$ cat config.mk
export PLATFORM = sky130hd
export DESIGN_NAME = dma_xfer_ctrl_flat
export DESIGN_NICKNAME = d
export VERILOG_FILES = /design/src/rtl/dma_pkg.sv /design/src/rtl/dma_xfer_ctrl_if.sv /design/src/rtl/dma_xfer_ctrl.sv /design/src/flat_wrapper.sv
export SDC_FILE = /design/constraint.sdc
export NUM_CORES = 1
export LEC_CHECK = 0
export CAP_MARGIN = 10
export CORE_MARGIN = 1
export CORE_UTILIZATION = 40
export DETAILED_ROUTE_END_ITERATION = 10
export PLACE_DENSITY = 0.78
export SYNTH_ARGS = -nofsm -noshare
export SYNTH_HDL_FRONTEND = slang
export SYNTH_SLANG_ARGS = --single-unit
$ cat constraint.sdc
create_clock -name hclk -period 5.6 [get_ports hclk]
set_clock_uncertainty 0.1 [all_clocks]
set_input_delay 0.84 -clock hclk [delete_from_list [all_inputs] [get_ports hclk]]
set_output_delay 0.84 -clock hclk [all_outputs]
set_load 0.05 [all_outputs]
$ cat src/rtl/dma_pkg.sv
// Shared types and AHB-Lite constants for the DMA transfer controller.
package dma_pkg;

  typedef enum logic [2:0] {
    ST_IDLE,
    ST_RD_A,
    ST_RD_D,
    ST_WR_A,
    ST_WR_D,
    ST_FIN
  } dma_state_e;

  localparam logic [1:0] HTRANS_IDLE   = 2'b00;
  localparam logic [1:0] HTRANS_NONSEQ = 2'b10;
  localparam logic [2:0] HSIZE_WORD    = 3'b010;
  localparam logic [2:0] HBURST_SINGLE = 3'b000;
  localparam logic [1:0] HRESP_ERROR   = 2'b01;

endpackage

$ cat src/rtl/dma_xfer_ctrl_if.sv
// AHB-Lite master-side bus bundle (request/grant plus address and data phases).
interface dma_xfer_ctrl_if #(
  parameter int ADDR_W = 32,
  parameter int DATA_W = 32
) ();

  logic              hbusreq;
  logic              hgrant;
  logic [ADDR_W-1:0] haddr;
  logic [1:0]        htrans;
  logic              hwrite;
  logic [2:0]        hsize;
  logic [2:0]        hburst;
  logic [DATA_W-1:0] hwdata;
  logic              hready;
  logic [1:0]        hresp;
  logic [DATA_W-1:0] hrdata;

  modport master (
    output hbusreq, haddr, htrans, hwrite, hsize, hburst, hwdata,
    input  hgrant, hready, hresp, hrdata
  );

  modport slave (
    input  hbusreq, haddr, htrans, hwrite, hsize, hburst, hwdata,
    output hgrant, hready, hresp, hrdata
  );

endinterface

$ cat src/rtl/dma_xfer_ctrl.sv
// Word-by-word DMA copy engine: single AHB read into a holding buffer, then single write.
// Optional macro DMA_ERR_ABORT_EN: ERROR response in a data phase sets err and aborts to FIN.
module dma_xfer_ctrl
  import dma_pkg::*;
#(
  parameter int ADDR_W = 32,
  parameter int DATA_W = 32,
  parameter int LEN_W  = 4
) (
  input  logic              hclk,
  input  logic              hreset,
  input  logic              dma_start,
  input  logic [ADDR_W-1:0] src_addr_reg,
  input  logic [ADDR_W-1:0] dest_addr_reg,
  input  logic [LEN_W-1:0]  transfer_length_reg,
  output logic              busy,
  output logic              done,
  output logic              err,
  dma_xfer_ctrl_if.master   ahb
);

`ifdef DMA_ERR_ABORT_EN
  localparam bit ERR_ABORT = 1'b1;
`else
  localparam bit ERR_ABORT = 1'b0;
`endif

  dma_state_e        state_q, state_d;
  logic [ADDR_W-1:0] rd_ptr_q, rd_ptr_d;
  logic [ADDR_W-1:0] wr_ptr_q, wr_ptr_d;
  logic [LEN_W-1:0]  remain_q, remain_d;
  logic [DATA_W-1:0] buf_q, buf_d;
  logic              err_q, err_d;
  logic              resp_err;

  // An error response is honoured on any data-phase cycle, including the first (hready low) cycle.
  assign resp_err = ERR_ABORT && (ahb.hresp == HRESP_ERROR);

  always_ff @(posedge hclk) begin
    if (hreset) begin
      state_q  <= ST_IDLE;
      rd_ptr_q <= '0;
      wr_ptr_q <= '0;
      remain_q <= '0;
      buf_q    <= '0;
      err_q    <= 1'b0;
    end else begin
      state_q  <= state_d;
      rd_ptr_q <= rd_ptr_d;
      wr_ptr_q <= wr_ptr_d;
      remain_q <= remain_d;
      buf_q    <= buf_d;
      err_q    <= err_d;
    end
  end

  always_comb begin
    state_d     = state_q;
    rd_ptr_d    = rd_ptr_q;
    wr_ptr_d    = wr_ptr_q;
    remain_d    = remain_q;
    buf_d       = buf_q;
    err_d       = err_q;
    ahb.hbusreq = 1'b0;
    ahb.haddr   = '0;
    ahb.htrans  = HTRANS_IDLE;
    ahb.hwrite  = 1'b0;
    ahb.hsize   = HSIZE_WORD;
    ahb.hburst  = HBURST_SINGLE;
    ahb.hwdata  = buf_q;
    done        = 1'b0;

    unique case (state_q)
      ST_IDLE: begin
        if (dma_start) begin
          rd_ptr_d = src_addr_reg;
          wr_ptr_d = dest_addr_reg;
          remain_d = transfer_length_reg;
          err_d    = 1'b0;
          state_d  = (transfer_length_reg == '0) ? ST_FIN : ST_RD_A;
        end
      end
      ST_RD_A: begin
        ahb.hbusreq = 1'b1;
        ahb.haddr   = rd_ptr_q;
        if (ahb.hgrant) ahb.htrans = HTRANS_NONSEQ;
        if (ahb.hgrant && ahb.hready) state_d = ST_RD_D;
      end
      ST_RD_D: begin
        ahb.hbusreq = 1'b1;
        ahb.haddr   = rd_ptr_q;
        if (resp_err) begin
          err_d   = 1'b1;
          state_d = ST_FIN;
        end else if (ahb.hready) begin
          buf_d   = ahb.hrdata;
          state_d = ST_WR_A;
        end
      end
      ST_WR_A: begin
        ahb.hbusreq = 1'b1;
        ahb.haddr   = wr_ptr_q;
        ahb.hwrite  = 1'b1;
        if (ahb.hgrant) ahb.htrans = HTRANS_NONSEQ;
        if (ahb.hgrant && ahb.hready) state_d = ST_WR_D;
      end
      ST_WR_D: begin
        ahb.hbusreq = 1'b1;
        ahb.haddr   = wr_ptr_q;
        if (resp_err) begin
          err_d   = 1'b1;
          state_d = ST_FIN;
        end else if (ahb.hready) begin
          rd_ptr_d = rd_ptr_q + ADDR_W'(4);
          wr_ptr_d = wr_ptr_q + ADDR_W'(4);
          remain_d = remain_q - LEN_W'(1);
          state_d  = (remain_q == LEN_W'(1)) ? ST_FIN : ST_RD_A;
        end
      end
      ST_FIN: begin
        done    = 1'b1;
        state_d = ST_IDLE;
      end
      default: state_d = ST_IDLE;
    endcase
  end

  assign busy = (state_q != ST_IDLE);
  assign err  = err_q & ERR_ABORT;

endmodule
$ cat src/flat_wrapper.sv
// flat-port wrapper written by rule: the top's interface ports become plain ports
module dma_xfer_ctrl_flat import dma_pkg::*;
#(
  parameter int ADDR_W = 32,
  parameter int DATA_W = 32,
  parameter int LEN_W  = 4
)
  (hclk, hreset, dma_start, src_addr_reg, dest_addr_reg, transfer_length_reg, busy, done, err, ahb_hbusreq, ahb_haddr, ahb_htrans, ahb_hwrite, ahb_hsize, ahb_hburst, ahb_hwdata, ahb_hgrant, ahb_hready, ahb_hresp, ahb_hrdata);
  dma_xfer_ctrl_if #(.ADDR_W(ADDR_W), .DATA_W(DATA_W)) ahb_i ();
  input  logic hclk;
  input  logic hreset;
  input  logic dma_start;
  input  logic [ADDR_W-1:0] src_addr_reg;
  input  logic [ADDR_W-1:0] dest_addr_reg;
  input  logic [LEN_W-1:0] transfer_length_reg;
  output logic busy;
  output logic done;
  output logic err;
  output wire logic [$bits(ahb_i.hbusreq)-1:0] ahb_hbusreq;
  output wire logic [$bits(ahb_i.haddr)-1:0] ahb_haddr;
  output wire logic [$bits(ahb_i.htrans)-1:0] ahb_htrans;
  output wire logic [$bits(ahb_i.hwrite)-1:0] ahb_hwrite;
  output wire logic [$bits(ahb_i.hsize)-1:0] ahb_hsize;
  output wire logic [$bits(ahb_i.hburst)-1:0] ahb_hburst;
  output wire logic [$bits(ahb_i.hwdata)-1:0] ahb_hwdata;
  input wire logic [$bits(ahb_i.hgrant)-1:0] ahb_hgrant;
  input wire logic [$bits(ahb_i.hready)-1:0] ahb_hready;
  input wire logic [$bits(ahb_i.hresp)-1:0] ahb_hresp;
  input wire logic [$bits(ahb_i.hrdata)-1:0] ahb_hrdata;
  assign ahb_hbusreq = ahb_i.hbusreq;
  assign ahb_haddr = ahb_i.haddr;
  assign ahb_htrans = ahb_i.htrans;
  assign ahb_hwrite = ahb_i.hwrite;
  assign ahb_hsize = ahb_i.hsize;
  assign ahb_hburst = ahb_i.hburst;
  assign ahb_hwdata = ahb_i.hwdata;
  assign ahb_i.hgrant = ahb_hgrant;
  assign ahb_i.hready = ahb_hready;
  assign ahb_i.hresp = ahb_hresp;
  assign ahb_i.hrdata = ahb_hrdata;
  dma_xfer_ctrl #(.ADDR_W(ADDR_W), .DATA_W(DATA_W), .LEN_W(LEN_W)) u_core (.hclk(hclk), .hreset(hreset), .dma_start(dma_start), .src_addr_reg(src_addr_reg), .dest_addr_reg(dest_addr_reg), .transfer_length_reg(transfer_length_reg), .busy(busy), .done(done), .err(err), .ahb(ahb_i));
endmodule
# [Yosys cells after proc, flatten, opt, wreduce, memory -nomap -nowiden]
# Index checks and enable logic that the tools add are counted.
[word_totals] regBits=103 mem_count=0 mem_bits_ro=0 latch_bits=0 elab_cells=54 out_inout_bits=77 ram_bits=0 in_bits=107
[classes] bitwise_logic=0 div=0 shift=0 mux=23 n_reduce_logical=12 add_sub_neg=3 mul=0 eq_ne=11 magnitude_cmp=0
[ops] op="32-bit one-hot mux with 2 select lines" n=3
[ops] op="32-bit 2-to-1 mux" n=4
[ops] op="32-bit by 3-bit adder with 32-bit output (second input constant)" n=2
[ops] op="3-bit 2-to-1 mux" n=7
[ops] op="3-bit one-hot mux with 5 select lines" n=1
[ops] op="4-bit 2-to-1 mux" n=2
[ops] op="4-bit one-hot mux with 2 select lines" n=1
[ops] op="3-bit by 2-bit equality test with 1-bit output (second input constant)" n=2
[ops] op="3-bit equality test (second input constant)" n=2
[ops] op="2-bit != test (second input constant)" n=3
[ops] op="2-bit OR reduction" n=3
[ops] op="5-bit AND reduction" n=1
[ops] op="4-bit by 1-bit equality test with 1-bit output (second input constant)" n=1
[ops] op="4-bit logical NOT" n=1
[ops] op="2-bit 2-to-1 mux" n=2
[ops] op="2-bit by 1-bit != test with 1-bit output (second input constant)" n=2
[ops] op="4-bit OR reduction" n=1
[ops] op="4-bit by 1-bit subtractor with 4-bit output (second input constant)" n=1
[ops] op="3-bit by 1-bit equality test with 1-bit output (second input constant)" n=1
[ops] op="3-bit logical NOT" n=1
[ops] op="1-bit 2-to-1 mux" n=3
[ops] op="3-bit AND reduction" n=1
[ops] op="3-bit nonzero test" n=1
[ops] op="2-bit AND reduction" n=1
[ops] op="2 further kinds" n=2

# [Longest topological paths before layout]
[logic_depth] depth_word=4 ltp_mapped=9 ltp_nobuf=6

# [Worst setup path after synthesis]
# OpenSTA, ideal clock, no wires.
[synth_timing] path_type="reg2out" start="register u_core.state_q[0]" end="output port ahb_haddr[10]" setup_slack_ps=2648 path_buffers=3 stages_incl_launch_ff=7 t_arrival_ps=2012 cell_sequence="dfxtp_1 -> buf_6 -> and3b_1 -> nand2b_1 -> clkbuf_1 -> clkbuf_1 -> a22o_1"
[synth_between] elab_chain_len=3 word_cells_on_any_way=7 cone_classes="4 x eq/ne; 1 x mux; 2 x reduce/logical"
[synth_lines] element="from (decl)" line="dma_xfer_ctrl.sv:28" source="dma_state_e state_q, state_d;"
[synth_lines] element="from (signal assigned)" line="dma_xfer_ctrl.sv:48" source="state_q <= state_d;"
[synth_lines] element="3-bit by 2-bit equality test with 1-bit output (tied with other cells)" line="dma_xfer_ctrl.sv:73" source="unique case (state_q)"
[synth_lines] element="2-bit OR reduction (no source line)"
[synth_lines] element="32-bit one-hot mux with 2 select lines (*)" line="dma_xfer_ctrl.sv:73"
[synth_lines] element="to (decl)" line="flat_wrapper.sv:20" source="output wire logic [$bits(ahb_i.haddr)-1:0] ahb_haddr;"
# Every way passes the cells marked *; elsewhere a longest branch is shown, timed or not.

# [Worst setup path in the final report]
[layout_timing] start="register u_core.state_q[0]" end="output port ahb_hbusreq"
[layout_between] elab_chain_len=3 word_cells_on_any_way=6 cone_classes="4 x eq/ne; 1 x mux; 1 x reduce/logical"
[layout_lines] element="3-bit by 1-bit equality test with 1-bit output (tied with other cells)" line="dma_xfer_ctrl.sv:73"
[layout_lines] element="4-bit OR reduction (no source line) (*)"
[layout_lines] element="1-bit 2-to-1 mux (*)" line="dma_xfer_ctrl.sv:73"
[layout_lines] element="to (decl)" line="flat_wrapper.sv:19" source="output wire logic [$bits(ahb_i.hbusreq)-1:0] ahb_hbusreq;"
# Marks and branches as above.

==> metrics.md <==
| Metric | Value |
|---|---|
| Seq. cell area | `2060 sq um` |
| Met3 Use GR | `8.89%` |
| Port-buffer cells | `173` |
| Fin. max-slew vios | `0` |
| Worst Path Class, Setup | `reg -> out` |
| Final period utilization | `77.7%` |
| Crit-path cells | `or3b_4, nand2b_1, buf_4, or2_2, clkdlybuf4s50_1` |
| VDD IR max | `0.210 mV` |
| Share of post-route cells with drive strength above 1 | `5.33%` |
| Slew headroom | `14.7%` |
| Most used flip-flop cell after synthesis | `dfxtp_1` |
| Crit path DAT | `3.41 ns` |
| # hold bufs at CTS | `0` |
| CORE AREA | `14600 sq um` |
| Starting Density | `41.0%` |
| Yosys cell types | `78` |
| Upper clock frequency limit | `230 MHz` |
| Yosys warnings | `0` |
| Internal | `1.57 mW` |
| Vias | `6516` |
| Die height | `124 um` |
| Actual slew at the worst max-slew pin | `1.27 ns` |
| CP top delay family | `simple AND/OR/NAND/NOR gates` |
| Final Wtd Congestion | `0.905` |
| Worst setup SP type | `flip-flop` |
| Number of flops mapped to enable cells by yosys | `0` |
| Setup bufs post-CTS | `0` |
| Vias in the first global route | `6107` |
| H-tree depth | `3` |
| Cells after DPL | `1088` |
| Ant diodes | `0` |
| Power Density | `344 nW/um^2` |
| CP required | `4.66 ns` |
| CP Capture Type | `output pin` |
| Final setup viols | `0` |
| Reg power frac | `38.4%` |
| Row count | `44` |
| Post_cts resized | `0` |
| Clock share of power | `21.8%` |
| Area delta synth->final | `33.0%` |
| Largest net degree at the start of global routing | `85` |
| GRT Util Overall | `24.6%` |
| Seq cells post-synth | `103` |
| CTS tree | `yes` |
| Switch Pwr | `1.17 mW` |
| Post-route cell area | `7960 sq um` |
| First-pass GRT wire length | `30.8 mm` |
| Top cells by area, synth | `dfxtp_1 34%, nand2_1 8.3%, a21oi_1 7.7%` |
| Unrepaired setup endpoints after global routing | `no` |
| Power Total | `2.74 mW` |
| Fillers | `1393` |
| Detailed Place HPWL | `13.0 mm` |
| Post-synthesis sequential area ratio | `34.4%` |
| Setup ws final | `1.25 ns` |
| Total CTS buffers | `9` |
| Routed len/inst | `17.5 um` |
| Multi-input combinational cell area | `3580 sq um` |
| Non-Filler Instances | `1104` |
| Hold Violations, Final | `0` |
| Crit-path slowest cell | `or3b_4` |
| Final ANT Viol Nets | `0` |
| Root Driver | `clkbuf_16` |
| Pre-CTS setup slack | `1.60 ns` |
| Max-cap check violation count | `0` |
| Remaining DRCs | `0` |
| Initial antenna violation count | `2` |
| Die width | `124 um` |
| Sink Count | `103` |
| Crit-path max cell delay | `0.90 ns` |
| Yosys top cell area share | `34.4%` |
| Commonest cells post-synth | `132 x nand2_1, 103 x dfxtp_1, 92 x a21oi_1` |
| I/O pin count | `184` |
| Mean area per synthesized cell | `7.55 sq um` |
| Met2 Use GR | `39.3%` |
| Worst-path clk slew | `0.07 ns` |
| GR Util met1 | `30.2%` |
| Clock Latency Late Sink | `0.36 ns` |
| DR vias/cell | `5.90` |
| Drt first pass iters | `5` |
| # nets final | `1026` |
| Tmin final | `4.35 ns` |
| Area after DPL | `7690 sq um` |
| Setup TNS | `0 ns` |
| Post-Syn Instances | `793` |
| Area leader, netlist | `dfxtp_1` |
| Buf+Inv Stages, Crit Path | `2` |
| Async set-reset flop share out of synthesis | `0%` |
| Congestion Overflow GR | `0` |
| P_leak | `2.76 nW` |
| Worst Hold Class | `reg -> reg` |
| Largest fanout on the critical path | `84` |
| Outcome | `complete, no violations` |
| Clock Path Buffers | `2` |
| Die footprint | `15500 sq um` |
| Most common cell in the netlist | `nand2_1` |
| Gr busiest metal | `met2` |
| 1st-iter DRT viols | `660` |
| Mapped cell area | `5990 sq um` |
| Final WL | `19.3 mm` |
| Net Sw Frac | `42.6%` |
| Gate power share | `39.8%` |
## per-stage QoR
stage,hold WS (ns),utilization (%)
global placement,0.340,52.7
finish,0.352,54.6
CTS,0.355,54.6
global route,0.370,54.6
detailed placement,0.346,52.7
floorplan,0.336,-
## logic make-up (layout without fill, tap and decap cells)
group	after synthesis	in the layout	synth area share [%]
AO/OA/AOI/OAI	250	250	27.2
XOR/XNOR	2	2	0.293
adder cells (fa/ha/maj)	4	4	0.836
buffers and inverters	84	205	6.60
flip-flops	103	103	34.4
multiplexers	11	11	1.86
other	2	8	0.125
AND/OR/NAND/NOR	337	337	28.7
## worst reg2reg max path: stages, from the launching register on
cell	delay, ns
dfxtp_1	0.69
or3b_4	0.90
nand2_1	0.70
nor2_1	0.35
nor4_1	0.08
## cells in the final DEF, fill, tap and decap left out, types with 6 or more instances in the layout
cell type        count
dfxtp_1            103
nand2_1            132
buf_4               11
nor4_1              11
a31oi_1             12
a211oi_1            11
o31ai_1              6
nand4_1             12
a311oi_1             6
o21ai_0             36
mux2i_1             10
conb_1               8
or4_1                6
and2_0               7
and3_1              17
a21oi_1             92
nor2_1              55
o211ai_1             7
a22o_1              33
o22ai_1              9
nor3_1              17
and4_1               8
clkdlybuf4s50_1    172
clkbuf_16            9
inv_1                6
nand3_1             35
## final cells by class
| type | instances | share of cell area [%] |
|---|---|---|
| clock inverters | 3 | 0.236 |
| inverters | 6 | 0.283 |
| repair buffers | 183 | 22.7 |
| clock buffers | 13 | 3.14 |
| multi-input cells | 612 | 44.9 |
| well taps | 184 | 2.89 |
| flip-flops and latches | 103 | 25.9 |
## registers in the layout (all words and copies together), names as in the netlist
register and flops:
u_core.state_q 3, u_core.rd_ptr_q 32, u_core.remain_q 4, u_core.ahb.hwdata 32
u_core.wr_ptr_q 32
## final timing paths
path	cells past startpoint	from	slack, ns	endpoint
worst min-delay path	2	u_core.ahb.hwdata[12]$_SDFFE_PP0P_	0.35	u_core.ahb.hwdata[12]$_SDFFE_PP0P_
worst max register to register	4	u_core.state_q[0]$_SDFFE_PP0P_	2.64	u_core.rd_ptr_q[15]$_SDFFE_PP0P_
worst min register to register	2	u_core.ahb.hwdata[12]$_SDFFE_PP0P_	0.35	u_core.ahb.hwdata[12]$_SDFFE_PP0P_
worst max-delay path	5	u_core.state_q[0]$_SDFFE_PP0P_	1.25	ahb_hbusreq
## per-layer routing
layer	share of wire, %	vias up
met4	2.1	4
met5	0.15	-
li1	-	3148
met1	42	3024
met3	10	33
met2	46	307
## power groups by stage
stage / logic [mW] / registers (mW) / clock network (mW)
4_1_cts: 1.09 / 1.04 / 0.610
2_1_floorplan: 0.797 / 0.995 / 0
3_5_place_dp: 1.08 / 1.06 / 0
5_1_grt: 1.18 / 1.07 / 0.642
3_3_place_gp: 1.07 / 1.06 / 0
6_report: 1.09 / 1.05 / 0.597
Note: power is estimated with default switching activity, not from simulation.
